==> config.mk <==
export PLATFORM = sky130hd
export DESIGN_NAME = cache_line_write_ctrl_flat
export DESIGN_NICKNAME = d
export VERILOG_FILES = /design/src/rtl/cache_ctrl_pkg.sv /design/src/rtl/cache_line_write_ctrl_if.sv /design/src/rtl/cache_line_write_ctrl_replacer.sv /design/src/rtl/cache_line_write_ctrl.sv /design/src/flat_wrapper.sv
export SDC_FILE = /design/constraint.sdc
export NUM_CORES = 2
export LEC_CHECK = 0
export CAP_MARGIN = 25
export CORE_AREA = 2 2 442 444
export CTS_CLUSTER_SIZE = 40
export DETAILED_ROUTE_END_ITERATION = 8
export DIE_AREA = 0 0 444 446
export GPL_TIMING_DRIVEN = 1
export HOLD_SLACK_MARGIN = 0.05
export SYNTH_ARGS = -nofsm -noshare
export SYNTH_HDL_FRONTEND = slang
export SYNTH_HIERARCHICAL = 1
export SYNTH_SLANG_ARGS = --single-unit
==> constraint.sdc <==
create_clock -name clk -period 24.6 [get_ports clk]
set_clock_uncertainty 0.1 [all_clocks]
set_input_delay 4.92 -clock clk [delete_from_list [all_inputs] [get_ports clk]]
set_output_delay 4.92 -clock clk [all_outputs]
set_load 0.005 [all_outputs]
==> src/rtl/cache_ctrl_pkg.sv <==
// Shared types and default geometry for the cache data-array write scheduler.
package cache_ctrl_pkg;

  localparam int DEF_WORD_SIZE        = 32;
  localparam int DEF_BLOCK_SIZE       = 512;
  localparam int DEF_NUM_SEGMENTS     = 16;
  localparam int DEF_NUM_SEGMENTS_LOG = 4;
  localparam int DEF_INDEX_WIDTH      = 6;

  typedef enum logic [2:0] {
    IDLE  = 3'd0,
    RD    = 3'd1,
    MERGE = 3'd2,
    FILL  = 3'd3,
    WR    = 3'd4
  } state_t;

  typedef enum logic {
    OP_WRITE = 1'b0,
    OP_FILL  = 1'b1
  } op_t;

endpackage

==> src/rtl/cache_line_write_ctrl_if.sv <==
// Request, fill and array-port bundle for cache_line_write_ctrl.
// wr_strb exists only when CACHE_WR_STRB_EN is defined.
interface cache_line_write_ctrl_if #(
  parameter int WORD_SIZE        = 32,
  parameter int BLOCK_SIZE       = 512,
  parameter int NUM_SEGMENTS_LOG = 4,
  parameter int INDEX_WIDTH      = 6
);
  logic                        wr_valid;
  logic                        wr_ready;
  logic [INDEX_WIDTH-1:0]      wr_index;
  logic [NUM_SEGMENTS_LOG-1:0] wr_offset;
  logic [WORD_SIZE-1:0]        wr_data;
`ifdef CACHE_WR_STRB_EN
  logic [WORD_SIZE/8-1:0]      wr_strb;
`endif
  logic                        fill_req;
  logic [INDEX_WIDTH-1:0]      fill_index;
  logic                        fill_ack;
  logic                        fill_beat_valid;
  logic                        fill_beat_ready;
  logic [WORD_SIZE-1:0]        fill_beat_data;
  logic                        arr_rd_en;
  logic [INDEX_WIDTH-1:0]      arr_rd_index;
  logic [BLOCK_SIZE-1:0]       arr_rd_data;
  logic                        arr_wr_en;
  logic [INDEX_WIDTH-1:0]      arr_wr_index;
  logic [BLOCK_SIZE-1:0]       arr_wr_data;
  logic                        wr_done;
  logic                        fill_done;
  logic                        busy;

  modport slave (
`ifdef CACHE_WR_STRB_EN
    input  wr_strb,
`endif
    input  wr_valid, wr_index, wr_offset, wr_data,
    input  fill_req, fill_index, fill_beat_valid, fill_beat_data,
    input  arr_rd_data,
    output wr_ready, fill_ack, fill_beat_ready,
    output arr_rd_en, arr_rd_index, arr_wr_en, arr_wr_index, arr_wr_data,
    output wr_done, fill_done, busy
  );

  modport master (
`ifdef CACHE_WR_STRB_EN
    output wr_strb,
`endif
    output wr_valid, wr_index, wr_offset, wr_data,
    output fill_req, fill_index, fill_beat_valid, fill_beat_data,
    output arr_rd_data,
    input  wr_ready, fill_ack, fill_beat_ready,
    input  arr_rd_en, arr_rd_index, arr_wr_en, arr_wr_index, arr_wr_data,
    input  wr_done, fill_done, busy
  );

endinterface

==> src/rtl/cache_line_write_ctrl_replacer.sv <==
// Word-merge datapath: returns line_in with segment seg replaced by word when en is high.
module replacer #(
  parameter int WORD_SIZE        = 32,
  parameter int BLOCK_SIZE       = 512,
  parameter int NUM_SEGMENTS_LOG = 4
) (
  input  logic                        en,
  input  logic [BLOCK_SIZE-1:0]       line_in,
  input  logic [NUM_SEGMENTS_LOG-1:0] seg,
  input  logic [WORD_SIZE-1:0]        word,
  output logic [BLOCK_SIZE-1:0]       line_out
);

  always_comb begin
    line_out = line_in;
    if (en) line_out[int'(seg)*WORD_SIZE +: WORD_SIZE] = word;
  end

endmodule

==> src/rtl/cache_line_write_ctrl.sv <==
// Data-array write-port scheduler: CPU word RMW writes and memory line fills, fills first.
// Byte-strobe merging is enabled by defining CACHE_WR_STRB_EN.
//
// state | meaning
// IDLE  | waiting; fill_req wins over wr_valid
// RD    | array read of captured index
// MERGE | read data valid, merge CPU word into line_buf
// FILL  | collecting fill beats into line_buf
// WR    | write line_buf to array, pulse done
module cache_line_write_ctrl
  import cache_ctrl_pkg::*;
#(
  parameter int WORD_SIZE        = DEF_WORD_SIZE,
  parameter int BLOCK_SIZE       = DEF_BLOCK_SIZE,
  parameter int NUM_SEGMENTS     = DEF_NUM_SEGMENTS,
  parameter int NUM_SEGMENTS_LOG = DEF_NUM_SEGMENTS_LOG,
  parameter int INDEX_WIDTH      = DEF_INDEX_WIDTH
) (
  input logic                  clk,
  input logic                  rst,
  cache_line_write_ctrl_if.slave bus
);

  state_t                      state, state_n;
  op_t                         op_q;
  logic [INDEX_WIDTH-1:0]      idx_q;
  logic [NUM_SEGMENTS_LOG-1:0] off_q;
  logic [WORD_SIZE-1:0]        data_q;
`ifdef CACHE_WR_STRB_EN
  logic [WORD_SIZE/8-1:0]      strb_q;
`endif
  logic [NUM_SEGMENTS_LOG-1:0] beat_cnt;
  logic [BLOCK_SIZE-1:0]       line_buf;

  logic [WORD_SIZE-1:0]        merged;
  logic [BLOCK_SIZE-1:0]       rep_line_in;
  logic [NUM_SEGMENTS_LOG-1:0] rep_seg;
  logic [WORD_SIZE-1:0]        rep_word;
  logic [BLOCK_SIZE-1:0]       rep_line_out;
  logic                        last_beat;

  assign last_beat = bus.fill_beat_valid &&
                     (beat_cnt == NUM_SEGMENTS_LOG'(NUM_SEGMENTS - 1));

`ifdef CACHE_WR_STRB_EN
  logic [WORD_SIZE-1:0] rd_word;
  assign rd_word = bus.arr_rd_data[int'(off_q)*WORD_SIZE +: WORD_SIZE];

  always_comb begin
    merged = rd_word;
    for (int b = 0; b < WORD_SIZE/8; b++)
      if (strb_q[b]) merged[b*8 +: 8] = data_q[b*8 +: 8];
  end
`else
  assign merged = data_q;
`endif

  // One replacer serves both the RMW merge and beat insertion.
  always_comb begin
    rep_line_in = bus.arr_rd_data;
    rep_seg     = off_q;
    rep_word    = merged;
    if (state == FILL) begin
      rep_line_in = line_buf;
      rep_seg     = beat_cnt;
      rep_word    = bus.fill_beat_data;
    end
  end

  replacer #(
    .WORD_SIZE       (WORD_SIZE),
    .BLOCK_SIZE      (BLOCK_SIZE),
    .NUM_SEGMENTS_LOG(NUM_SEGMENTS_LOG)
  ) u_replacer (
    .en      (1'b1),
    .line_in (rep_line_in),
    .seg     (rep_seg),
    .word    (rep_word),
    .line_out(rep_line_out)
  );

  always_comb begin
    state_n = state;
    case (state)
      IDLE:    if (bus.fill_req) state_n = FILL;
               else if (bus.wr_valid) state_n = RD;
      RD:      state_n = MERGE;
      MERGE:   state_n = WR;
      FILL:    if (last_beat) state_n = WR;
      WR:      state_n = IDLE;
      default: state_n = IDLE;
    endcase
  end

  always_ff @(posedge clk or posedge rst) begin
    if (rst) begin
      state    <= IDLE;
      op_q     <= OP_WRITE;
      idx_q    <= '0;
      off_q    <= '0;
      data_q   <= '0;
`ifdef CACHE_WR_STRB_EN
      strb_q   <= '0;
`endif
      beat_cnt <= '0;
      line_buf <= '0;
    end else begin
      state <= state_n;
      case (state)
        IDLE: begin
          if (bus.fill_req) begin
            op_q     <= OP_FILL;
            idx_q    <= bus.fill_index;
            beat_cnt <= '0;
          end else if (bus.wr_valid) begin
            op_q   <= OP_WRITE;
            idx_q  <= bus.wr_index;
            off_q  <= bus.wr_offset;
            data_q <= bus.wr_data;
`ifdef CACHE_WR_STRB_EN
            strb_q <= bus.wr_strb;
`endif
          end
        end
        MERGE: line_buf <= rep_line_out;
        FILL: begin
          if (bus.fill_beat_valid) begin
            line_buf <= rep_line_out;
            beat_cnt <= beat_cnt + 1'b1;
          end
        end
        default: ;
      endcase
    end
  end

  // Handshakes are held low while reset is asserted so every output reads 0 in reset.
  assign bus.wr_ready        = ~rst && (state == IDLE) && ~bus.fill_req;
  assign bus.fill_ack        = ~rst && (state == IDLE) && bus.fill_req;
  assign bus.fill_beat_ready = (state == FILL);
  assign bus.arr_rd_en       = (state == RD);
  assign bus.arr_rd_index    = (state == RD) ? idx_q : '0;
  assign bus.arr_wr_en       = (state == WR);
  assign bus.arr_wr_index    = (state == WR) ? idx_q : '0;
  assign bus.arr_wr_data     = (state == WR) ? line_buf : '0;
  assign bus.wr_done         = (state == WR) && (op_q == OP_WRITE);
  assign bus.fill_done       = (state == WR) && (op_q == OP_FILL);
  assign bus.busy            = (state != IDLE);

endmodule

==> src/flat_wrapper.sv <==
// flat-port wrapper written by rule: the top's interface ports become plain ports
module cache_line_write_ctrl_flat import cache_ctrl_pkg::*;
#(
  parameter int WORD_SIZE        = DEF_WORD_SIZE,
  parameter int BLOCK_SIZE       = DEF_BLOCK_SIZE,
  parameter int NUM_SEGMENTS     = DEF_NUM_SEGMENTS,
  parameter int NUM_SEGMENTS_LOG = DEF_NUM_SEGMENTS_LOG,
  parameter int INDEX_WIDTH      = DEF_INDEX_WIDTH
)
  (clk, rst, bus_wr_valid, bus_wr_index, bus_wr_offset, bus_wr_data, bus_fill_req, bus_fill_index, bus_fill_beat_valid, bus_fill_beat_data, bus_arr_rd_data, bus_wr_ready, bus_fill_ack, bus_fill_beat_ready, bus_arr_rd_en, bus_arr_rd_index, bus_arr_wr_en, bus_arr_wr_index, bus_arr_wr_data, bus_wr_done, bus_fill_done, bus_busy);
  cache_line_write_ctrl_if #(.WORD_SIZE(WORD_SIZE), .BLOCK_SIZE(BLOCK_SIZE), .NUM_SEGMENTS_LOG(NUM_SEGMENTS_LOG), .INDEX_WIDTH(INDEX_WIDTH)) bus_i ();
  input logic clk;
  input logic rst;
  input wire logic [$bits(bus_i.wr_valid)-1:0] bus_wr_valid;
  input wire logic [$bits(bus_i.wr_index)-1:0] bus_wr_index;
  input wire logic [$bits(bus_i.wr_offset)-1:0] bus_wr_offset;
  input wire logic [$bits(bus_i.wr_data)-1:0] bus_wr_data;
  input wire logic [$bits(bus_i.fill_req)-1:0] bus_fill_req;
  input wire logic [$bits(bus_i.fill_index)-1:0] bus_fill_index;
  input wire logic [$bits(bus_i.fill_beat_valid)-1:0] bus_fill_beat_valid;
  input wire logic [$bits(bus_i.fill_beat_data)-1:0] bus_fill_beat_data;
  input wire logic [$bits(bus_i.arr_rd_data)-1:0] bus_arr_rd_data;
  output wire logic [$bits(bus_i.wr_ready)-1:0] bus_wr_ready;
  output wire logic [$bits(bus_i.fill_ack)-1:0] bus_fill_ack;
  output wire logic [$bits(bus_i.fill_beat_ready)-1:0] bus_fill_beat_ready;
  output wire logic [$bits(bus_i.arr_rd_en)-1:0] bus_arr_rd_en;
  output wire logic [$bits(bus_i.arr_rd_index)-1:0] bus_arr_rd_index;
  output wire logic [$bits(bus_i.arr_wr_en)-1:0] bus_arr_wr_en;
  output wire logic [$bits(bus_i.arr_wr_index)-1:0] bus_arr_wr_index;
  output wire logic [$bits(bus_i.arr_wr_data)-1:0] bus_arr_wr_data;
  output wire logic [$bits(bus_i.wr_done)-1:0] bus_wr_done;
  output wire logic [$bits(bus_i.fill_done)-1:0] bus_fill_done;
  output wire logic [$bits(bus_i.busy)-1:0] bus_busy;
  assign bus_i.wr_valid = bus_wr_valid;
  assign bus_i.wr_index = bus_wr_index;
  assign bus_i.wr_offset = bus_wr_offset;
  assign bus_i.wr_data = bus_wr_data;
  assign bus_i.fill_req = bus_fill_req;
  assign bus_i.fill_index = bus_fill_index;
  assign bus_i.fill_beat_valid = bus_fill_beat_valid;
  assign bus_i.fill_beat_data = bus_fill_beat_data;
  assign bus_i.arr_rd_data = bus_arr_rd_data;
  assign bus_wr_ready = bus_i.wr_ready;
  assign bus_fill_ack = bus_i.fill_ack;
  assign bus_fill_beat_ready = bus_i.fill_beat_ready;
  assign bus_arr_rd_en = bus_i.arr_rd_en;
  assign bus_arr_rd_index = bus_i.arr_rd_index;
  assign bus_arr_wr_en = bus_i.arr_wr_en;
  assign bus_arr_wr_index = bus_i.arr_wr_index;
  assign bus_arr_wr_data = bus_i.arr_wr_data;
  assign bus_wr_done = bus_i.wr_done;
  assign bus_fill_done = bus_i.fill_done;
  assign bus_busy = bus_i.busy;
  cache_line_write_ctrl #(.WORD_SIZE(WORD_SIZE), .BLOCK_SIZE(BLOCK_SIZE), .NUM_SEGMENTS(NUM_SEGMENTS), .NUM_SEGMENTS_LOG(NUM_SEGMENTS_LOG), .INDEX_WIDTH(INDEX_WIDTH)) u_core (.clk(clk), .rst(rst), .bus(bus_i));
endmodule
==> flow_summary.yaml <==
grt:
  grt_overflow_total: 0
  grt_usage_pct: 20.7
  grt_max_degree: 240
  grt_pass1_wl_mm: 288
  grt_pass1_vias: 35400
  grt_antenna_before_repair: 88
detailed_routing:
  via_count: 36700
  drtIter0Drc: 3572
  avgRoutedWirePerCell_um: 26.5
  firstDrtPassIters: 7
  drcViolationCount: 0
  drt-total-wl_mm: 214
  viasPerCell: 4.55
  antenna_left: 0
hold_path:
  worstHoldStart: "u_core/line_buf[482]"
  hold_path_depth: 1
  min_path_type: "flop to flop"
sta:
  hold_viol: 0
  tightest_slew_ns: 1.09
  max_slew_margin_pct: 27.4
  fin_crit_ns: 11.86
  rsz0062_at_grt: "false"
  setup_viol: 0
  period_share_pct: 48.2
  finalSetupTns_ns: 0
  slew_viol_final: 0
  max_freq_ghz: 0.0843
clock_network:
  post_cts_buffers: 0
  cts-resized-gates: 0
  cts_sinks: 562
  h-tree-depth: 3
  cts_inserted_buffers: 77
  cts_tree: "yes"
  cts_root_buf: "clkbuf_16"
  clock_latency_ns: 0.72
  hold_buffers: 0
  clockBufferDepth: 3
  clkSlewWorstSetupHoldPaths_ns: 0.05
power:
  p_sw_mw: 3.01
  p_sw_share_pct: 45.7
  clkPwrFrac_pct: 18.7
  irDropWorstVdd_uv: 89.2
  seq_power_share_pct: 27.9
  leakagePower_nw: 23.6
  power_density_nw_per_um2: 121
  pwr-share-comb_pct: 53.3
  p_int_mw: 3.59
critical_path:
  reg2reg_depth: 13
  worstPathRequired_ns: 19.58
  startpoint: "rst"
  worstPathMaxFanout: 82
  startpoint_type: "primary input"
  critPathArrivalTime_ns: 6.84
  critical_path_class: "primary input to output pin"
  setup.worst_path.end_class: "output pin"
  r2r_start: "u_core/state[0]"
die:
  die_w_um: 444
  die_h_um: 446
  core_um2: 194000
  start_util_pct: 19.6
  rows: 162
  ios: 1129
  dieArea_um2: 198000
synthesis:
  async_flop_share_pct: 100
  syn_avg_cell_area_um2: 8.58
  synth.distinct_cells: 47
  synth-edff-count: 0
  synth_flop_cell: "dfrtp_1"
  synth_seq_area_share_pct: 37.0
  ys_ff_latch: 562
  syn_area_um2: 38000
  synthCells: 4423
  yosysWarnings: 6
cells_and_area:
  final_common_cell: "nand2_1"
  area_growth_pct: 44.1
  layout-drive-gt1-share_pct: 14.9
  layout.cells.non_filler: 8062
  final_cell_mix: "nand2_1 (1707), clkdlybuf4s50_1 (1128), dfrtp_1 (562)"
  fin_nets: 5978
placement:
  gp_congestion: 0.904
  hpwl_mm: 152
  dp_cells: 7839
  port_buffers: 1128
run_status:
  outcome: "complete, no violations"
run:
  cap_violations: 0
## synth_stat cells, types with 2 or more instances
library cell | instances | share of area [%]
a211o_1 | 2 | 0.046
a211oi_1 | 2 | 0.040
a21o_1 | 3 | 0.059
a21oi_1 | 2 | 0.026
a32o_1 | 2 | 0.053
and2_1 | 520 | 8.6
and3_1 | 8 | 0.13
buf_1 | 14 | 0.14
buf_2 | 101 | 1.3
buf_4 | 53 | 1.0
buf_6 | 6 | 0.18
clkbuf_1 | 170 | 1.7
dfrtp_1 | 562 | 37
ha_1 | 3 | 0.099
inv_1 | 57 | 0.56
mux2_1 | 430 | 13
mux2_2 | 535 | 16
nand2_1 | 1743 | 17
nand2b_1 | 5 | 0.082
nand3_1 | 52 | 0.69
nand3b_1 | 3 | 0.059
nand4_1 | 2 | 0.033
nor2_1 | 6 | 0.059
nor2b_1 | 4 | 0.066
nor3_1 | 6 | 0.079
nor3_2 | 2 | 0.053
nor3b_1 | 2 | 0.040
nor4_2 | 2 | 0.066
o21ai_0 | 103 | 1.4
o21ai_1 | 6 | 0.079
## metrics by stage
stage          setup slack [ns]  total power [mW]  utilization (%)  hold WS, ns  instance area (um2)
6_report                  12.74              6.60             28.3        0.403                54700
5_1_grt                   12.59              6.95             28.2        0.416                54600
4_1_cts                   12.66              6.63             28.1        0.405                54400
3_5_place_dp              12.66              5.35             26.7        0.391                51700
3_3_place_gp              12.69              5.26             26.7        0.383                51600
2_1_floorplan              1.89              3.59                -        0.372                38000
## sequential cells by signal (all words and copies together), names as in the netlist
signal,flops
u_core/line_buf,512
u_core/data_q,32
u_core/idx_q,6
u_core/beat_cnt,4
u_core/off_q,4
u_core/state,3
u_core/op_q,1
## worst max-delay path, cell delays in order
cell and delay (ns):
clkdlybuf4s50_1 0.53, inv_8 0.53, and3_1 0.30, clkdlybuf4s50_1 0.53
## cell type report
cell class	count	area, um2
fillers	20500	139000
flip-flops and latches	562	14100
inverters	58	233
well taps	2542	3180
clock inverters	36	548
diodes	79	198
multi-input cells	3461	22200
clock buffers	106	2200
repair buffers	1218	12100
## power groups by stage
stage	Sequential [mW]	Clock [mW]	Combinational [mW]
3_3_place_gp	1.81	0	3.44
2_1_floorplan	1.64	0	1.95
4_1_cts	1.83	1.27	3.53
6_report	1.85	1.24	3.52
3_5_place_dp	1.84	0	3.51
5_1_grt	1.90	1.30	3.74
## kinds of logic after synthesis
| kind of cell | Yosys count | synth area share [%] |
|---|---|---|
| buf+inv | 402 | 4.95 |
| fa+ha+maj | 3 | 0.0989 |
| flops | 562 | 37.0 |
| other cells | 1 | 0.00988 |
| mux | 965 | 28.6 |
| xor+xnor | 2 | 0.0659 |
| compound gates | 126 | 1.86 |
| simple gates | 2362 | 27.3 |
## routing by layer
| metal | up-vias | track usage (%) | routed length [um] |
|---|---|---|---|
| met2 | 1871 | 31.7 | 96600 |
| met4 | 14 | 10.6 | 10000 |
| li1 | 16300 | - | - |
| met3 | 330 | 4.90 | 18600 |
| met1 | 18200 | 27.0 | 88700 |
| met5 | - | 0 | 75 |
## path summary, 6_finish.rpt
| kind | slack, ns | endpoint |
|---|---|---|
| min | 0.40 | u_core/line_buf[482] |
| min reg2reg | 0.40 | u_core/line_buf[482] |
| max reg2reg | 18.27 | u_core/line_buf[23] |
| max | 12.74 | bus_fill_ack |
| max in group asynchronous | 16.80 | u_core/line_buf[182] |
| min in group asynchronous | 4.67 | u_core/line_buf[440] |
No activity file was read; power rests on OpenSTA's default activity.
